## src/rtl/vigna_mdu_arb.sv

```systemverilog
// Two-requester arbiter in front of one shared multiply/divide unit.
// Optional macro VIGNA_MDU_ARB_RR_EN: round-robin tie-break (default: requester 0 wins ties).
module vigna_mdu_arb #(
   parameter logic [2:0] ID_R0 = 3'd0,
   parameter logic [2:0] ID_R1 = 3'd1
) (
   input  logic        clk,
   input  logic        resetn,
   input  logic        r0_valid,
   input  logic [2:0]  r0_func,
   input  logic [31:0] r0_op1,
   input  logic [31:0] r0_op2,
   output logic        r0_ready,
   output logic [31:0] r0_result,
   input  logic        r1_valid,
   input  logic [2:0]  r1_func,
   input  logic [31:0] r1_op1,
   input  logic [31:0] r1_op2,
   output logic        r1_ready,
   output logic [31:0] r1_result,
   output logic        m_valid,
   output logic [2:0]  m_func,
   output logic [2:0]  m_id,
   output logic [31:0] m_op1,
   output logic [31:0] m_op2,
   input  logic        m_ready,
   input  logic [31:0] m_result,
   output logic        busy
);

   typedef enum logic [1:0] {
      IDLE  = 2'd0,
      ISSUE = 2'd1,
      RESP  = 2'd2
   } state_t;

   state_t state;
   logic   grant;       // requester currently being served
   logic   last_grant;  // requester served most recently
   logic   pick_r1;

   always_comb begin
      pick_r1 = r1_valid & ~r0_valid;
`ifdef VIGNA_MDU_ARB_RR_EN
      if (r0_valid && r1_valid)
         pick_r1 = ~last_grant;
`endif
   end

   always_ff @(posedge clk or negedge resetn) begin
      if (!resetn) begin
         state      <= IDLE;
         grant      <= 1'b0;
         last_grant <= 1'b1;
         m_valid    <= 1'b0;
         m_func     <= '0;
         m_id       <= '0;
         m_op1      <= '0;
         m_op2      <= '0;
         r0_ready   <= 1'b0;
         r1_ready   <= 1'b0;
         r0_result  <= '0;
         r1_result  <= '0;
         busy       <= 1'b0;
      end else begin
         r0_ready <= 1'b0;
         r1_ready <= 1'b0;
         case (state)
            IDLE: begin
               if (r0_valid || r1_valid) begin
                  if (pick_r1) begin
                     m_func <= r1_func;
                     m_op1  <= r1_op1;
                     m_op2  <= r1_op2;
                     m_id   <= ID_R1;
                  end else begin
                     m_func <= r0_func;
                     m_op1  <= r0_op1;
                     m_op2  <= r0_op2;
                     m_id   <= ID_R0;
                  end
                  grant      <= pick_r1;
                  last_grant <= pick_r1;
                  m_valid    <= 1'b1;
                  busy       <= 1'b1;
                  state      <= ISSUE;
               end
            end
            ISSUE: begin
               if (m_ready) begin
                  if (grant) begin
                     r1_result <= m_result;
                     r1_ready  <= 1'b1;
                  end else begin
                     r0_result <= m_result;
                     r0_ready  <= 1'b1;
                  end
                  m_valid <= 1'b0;
                  state   <= RESP;
               end
            end
            RESP: begin
               busy  <= 1'b0;
               state <= IDLE;
            end
            default: begin
               busy  <= 1'b0;
               state <= IDLE;
            end
         endcase
      end
   end

endmodule

```

## config.mk

```make
export PLATFORM = sky130hd
export DESIGN_NAME = vigna_mdu_arb
export DESIGN_NICKNAME = d
export VERILOG_FILES = /design/src/rtl/vigna_mdu_arb.sv
export SDC_FILE = /design/constraint.sdc
export NUM_CORES = 1
export LEC_CHECK = 0
export CORE_ASPECT_RATIO = 1.2
export CORE_MARGIN = 10
export CORE_UTILIZATION = 41
export CTS_BUF_LIST = sky130_fd_sc_hd__clkbuf_8
export DETAILED_ROUTE_END_ITERATION = 8
export PLACE_DENSITY = 0.85
export SLEW_MARGIN = 40
export SYNTH_ARGS = -nofsm -noshare
export SYNTH_HDL_FRONTEND = slang
export SYNTH_SLANG_ARGS = --single-unit
```

## constraint.sdc

```tcl
create_clock -name clk -period 2 [get_ports clk]
set_input_delay 0.2 -clock clk [delete_from_list [all_inputs] [get_ports clk]]
set_output_delay 0.2 -clock clk [all_outputs]
set_load 0.01 [all_outputs]
```

### Word level (Yosys, flattened, before mapping)

Cells that the tools add are included.
W data, S select, Z words.

* equality and inequality tests: 3
* multiplexer cells: 17
* bitwise operators: 4
* reduce and logical (&&, ||, !) cells: 9

Operators with widths (number)
* $mux W32: 2
* $mux W1: 9
* $reduce_and A3 Y1: 3
* $reduce_and A2 Y1: 3
* $mux W2: 2
* $ne A2 B2 Y1 const B: 2
* $pmux W1 S2: 2
* $pmux W2 S2: 1
* $mux W3: 1
* $not A1 Y1: 3
* $eq A2 B1 Y1 const B: 1
* $logic_not A2 Y1: 1
* $reduce_bool A2 Y1: 1
* $and A1 B1 Y1: 1
* $logic_or A1 B1 Y1: 1

* register bits after elaboration: 141
* bits of input ports: 171
* output and inout port bits: 138
* logic and storage cells: 45

### Longest topological paths before layout

* depth in word-level cells: 3
* depth in mapped cells: 5
* mapped depth without buffers: 4

### Worst setup path after synthesis

No wires, ideal clock.

* kind: register to register
* start: register state[0]
* end: register m_func[0]
* setup time: 0.125 ns
* data arrival time: 1.388 ns
* data required time: 1.875 ns
* slack: 0.487 ns
* cell stages (with the launch flop): 6
* buffers on the path: 2
* period minus slack after synthesis: 1.513 ns
* cells stage by stage: dfrtp_1 nor2_1 o21a_1 buf_4 buf_4 mux2_2

* word-level cells in the longest chain between the ends: 2

RTL lines
* start: declaration: line 37 `state_t state;`
* start signal: assignment: line 52 `state <= IDLE;`
* start signal: assignment: line 86 `state <= ISSUE;`
* start signal: assignment: line 99 `state <= RESP;`
* $logic_not A2 Y1: line 68 `case (state)`
* $reduce_and A2 Y1 (no source line)
* end signal: assignment: line 72 `m_func <= r1_func;`
* end signal: assignment: line 77 `m_func <= r0_func;`
* end: declaration: line 22 `output logic [2:0] m_func,`

No other way between the ends.
A chain may end at the register's enable or synchronous reset.

==> impl_metrics.ini <==
[setup_path]
cp_max_fo = 4
ff2ff_path_depth = 4
crit_start = grant
cp.arrival_ps = 1430
critPathRequiredTime_ps = 1800
cp-start-kind = flip-flop
worst-path-buf-inv = 1
regToRegStartpoint = state[0]
cpPeakStageDelay_ps = 590
crit_path_top_delay_cell = clkdlybuf4s50_1
path_cells = clkdlybuf4s50_1
crit_cells = 1
worstSetupPathType = reg -> out
end_kind = primary output
crit_family = buffers and inverters

[sta]
setup_viol = 0
max_freq_mhz = 614
period_share_pct = 81.4
slew_headroom_pct = 62.5
final_max_slew_viol_count = 0
finalWorstSetupSlack_ps = 372
hold_viol = 0
finalSetupTns_ps = 0
hold-worst-slack_ps = 306
finalCriticalPeriod_ps = 1630
worst_pin_slew_ps = 562
rsz0062_at_grt = false
skew_ps = 9.88

[clock_tree]
cts_inserted_buffers = 17
htreeDepth = 4
cts_root_buf = clkbuf_8
clk_latency_ps = 430
postCtsSetupRepairBufs = 0
ctsResizeCount = 0
clock-sinks = 138
ctsLongestPathBuffers = 2
clk_pin_slew_ps = 70
cts_hold_buf = 1
cts_tree = done

[yosys]
synthDistinctLibCells = 17
ys_seq_area_share_pct = 57.1
synth-seq-cells = 138
syn_area_per_cell_um2 = 16.0
yosys_warnings = 0
syn_inst = 377
synth.cell_area_um2 = 6050

[placement]
portBuffers = 306
gp_congestion = 0.806
dp_cells = 852
place_hpwl_mm = 15.7
preCtsSetupSlack_ps = 83.5
dpl_cell_area_um2 = 9390

[power_and_ir_drop]
power.density_nw_per_um2 = 1430
p_leak_nw = 4.15
peakVddDrop_v = 0.000938
total_power_mw = 14.1

[floorplanning]
chipHeight_um = 153
die_area_um2 = 20000
core-area_um2 = 14400
row_count = 48
boundaryPins = 309
start_util_pct = 42.0
die_width_um = 131

[route]
ant_nets = 0
drtIter0Drc = 142
via_per_inst = 4.99
vias = 4418
wl_per_cell_um = 22.2
drc = 0
wl_mm = 19.7
first_pass_iters = 4

[grt]
grt_pass1_vias = 5068
grt_overflow = 0
grt_pass1_wl_mm = 29.8
grt_max_degree = 57
grt.total_usage_pct = 19.5
antenna_found_initial = 1

[finish]
final_cells = 886
layout_commonest_cell = clkdlybuf4s50_1
regArea_um2 = 3450
final_cell_area_um2 = 9800
nNetsFinal = 868
final_cell_mix = clkdlybuf4s50_1 (305), mux2_2 (168), dfrtp_1 (138)
final_core_util_pct = 68.0
drive_above_1_share_pct = 34.6
fill_cells = 1045
area_delta_synth_final_pct = 62.1
multiInputGateArea_um2 = 2430

[run]
cap_viol_max_count = 0

[hold_path]
hold_class = in -> async

[run_status]
outcome = completed
-- state kept, by name, indices dropped and copies added (netlist names) --
name       cells
m_func         3
r1_result     32
r1_ready       1
m_op2         32
r0_ready       1
m_valid        1
busy           1
grant          1
r0_result     32
m_op1         32
state          2
-- worst paths after layout --
check                           endpoint  slack (ps)
min in group clk                state[0]         370
min                            m_op1[30]         310
max in group asynchronous  r0_result[11]        1060
max                              m_id[0]         370
min reg2reg                         busy         500
max reg2reg                    m_op1[30]         430
-- where the power goes --
part	leakage (nW)	switching, mW	total [mW]	internal [mW]
combinational	2.31	2.54	6.78	4.24
clock	0.214	1.06	2.31	1.25
sequential	1.63	0.751	4.96	4.21
total	4.15	4.35	14.1	9.70
-- worst reg2reg max path: cells and delay by family, from the launching register on --
family / cells / cell delay (ps)
flip-flops: 1 / 400
buffers and inverters: 1 / 230
multiplexers: 1 / 380
AO/OA/AOI/OAI: 1 / 240
AND/OR/NAND/NOR: 1 / 210
-- kinds of logic (layout without fill, tap and decap cells) --
logic type | Yosys count | in the layout | share of synthesized area, %
muxes | 198 | 198 | 38.7
DFF | 138 | 138 | 57.1
buffers and inverters | 26 | 358 | 2.79
and+or+nand+nor | 8 | 8 | 0.807
AOI/OAI and AO/OA | 6 | 6 | 0.538
other | 1 | 3 | 0.0620
-- synth_stat cells (all sizes together) --
cell / number / area share, %
buf: 23 / 2.6
nand3b: 1 / 0.12
mux2: 198 / 39
nand2: 3 / 0.19
o21a: 1 / 0.12
nor2: 2 / 0.17
dfrtp: 138 / 57
inv: 3 / 0.19
nand2b: 2 / 0.33
o21ai: 3 / 0.25
conb: 1 / 0.062
a21oi: 2 / 0.17
-- layer usage --
metal | up-vias | share of wire (%) | global-route usage [%]
li1 | 1981 | - | -
met1 | 2213 | 34 | 19.2
met2 | 196 | 53 | 34.7
met3 | 28 | 11 | 9.10
met4 | 0 | 1.9 | 6.58
met5 | - | 0 | 0
-- area by class of cell --
cell class / instances / area share (%)
sequential: 138 / 35.2
multi-input combinational: 214 / 24.8
antenna: 1 / 0.0255
tap: 175 / 2.23
clock buffer: 18 / 2.53
clock inverter: 14 / 1.60
inverter: 3 / 0.115
timing repair buffer: 323 / 33.5
(Power assumes the default switching activity.)
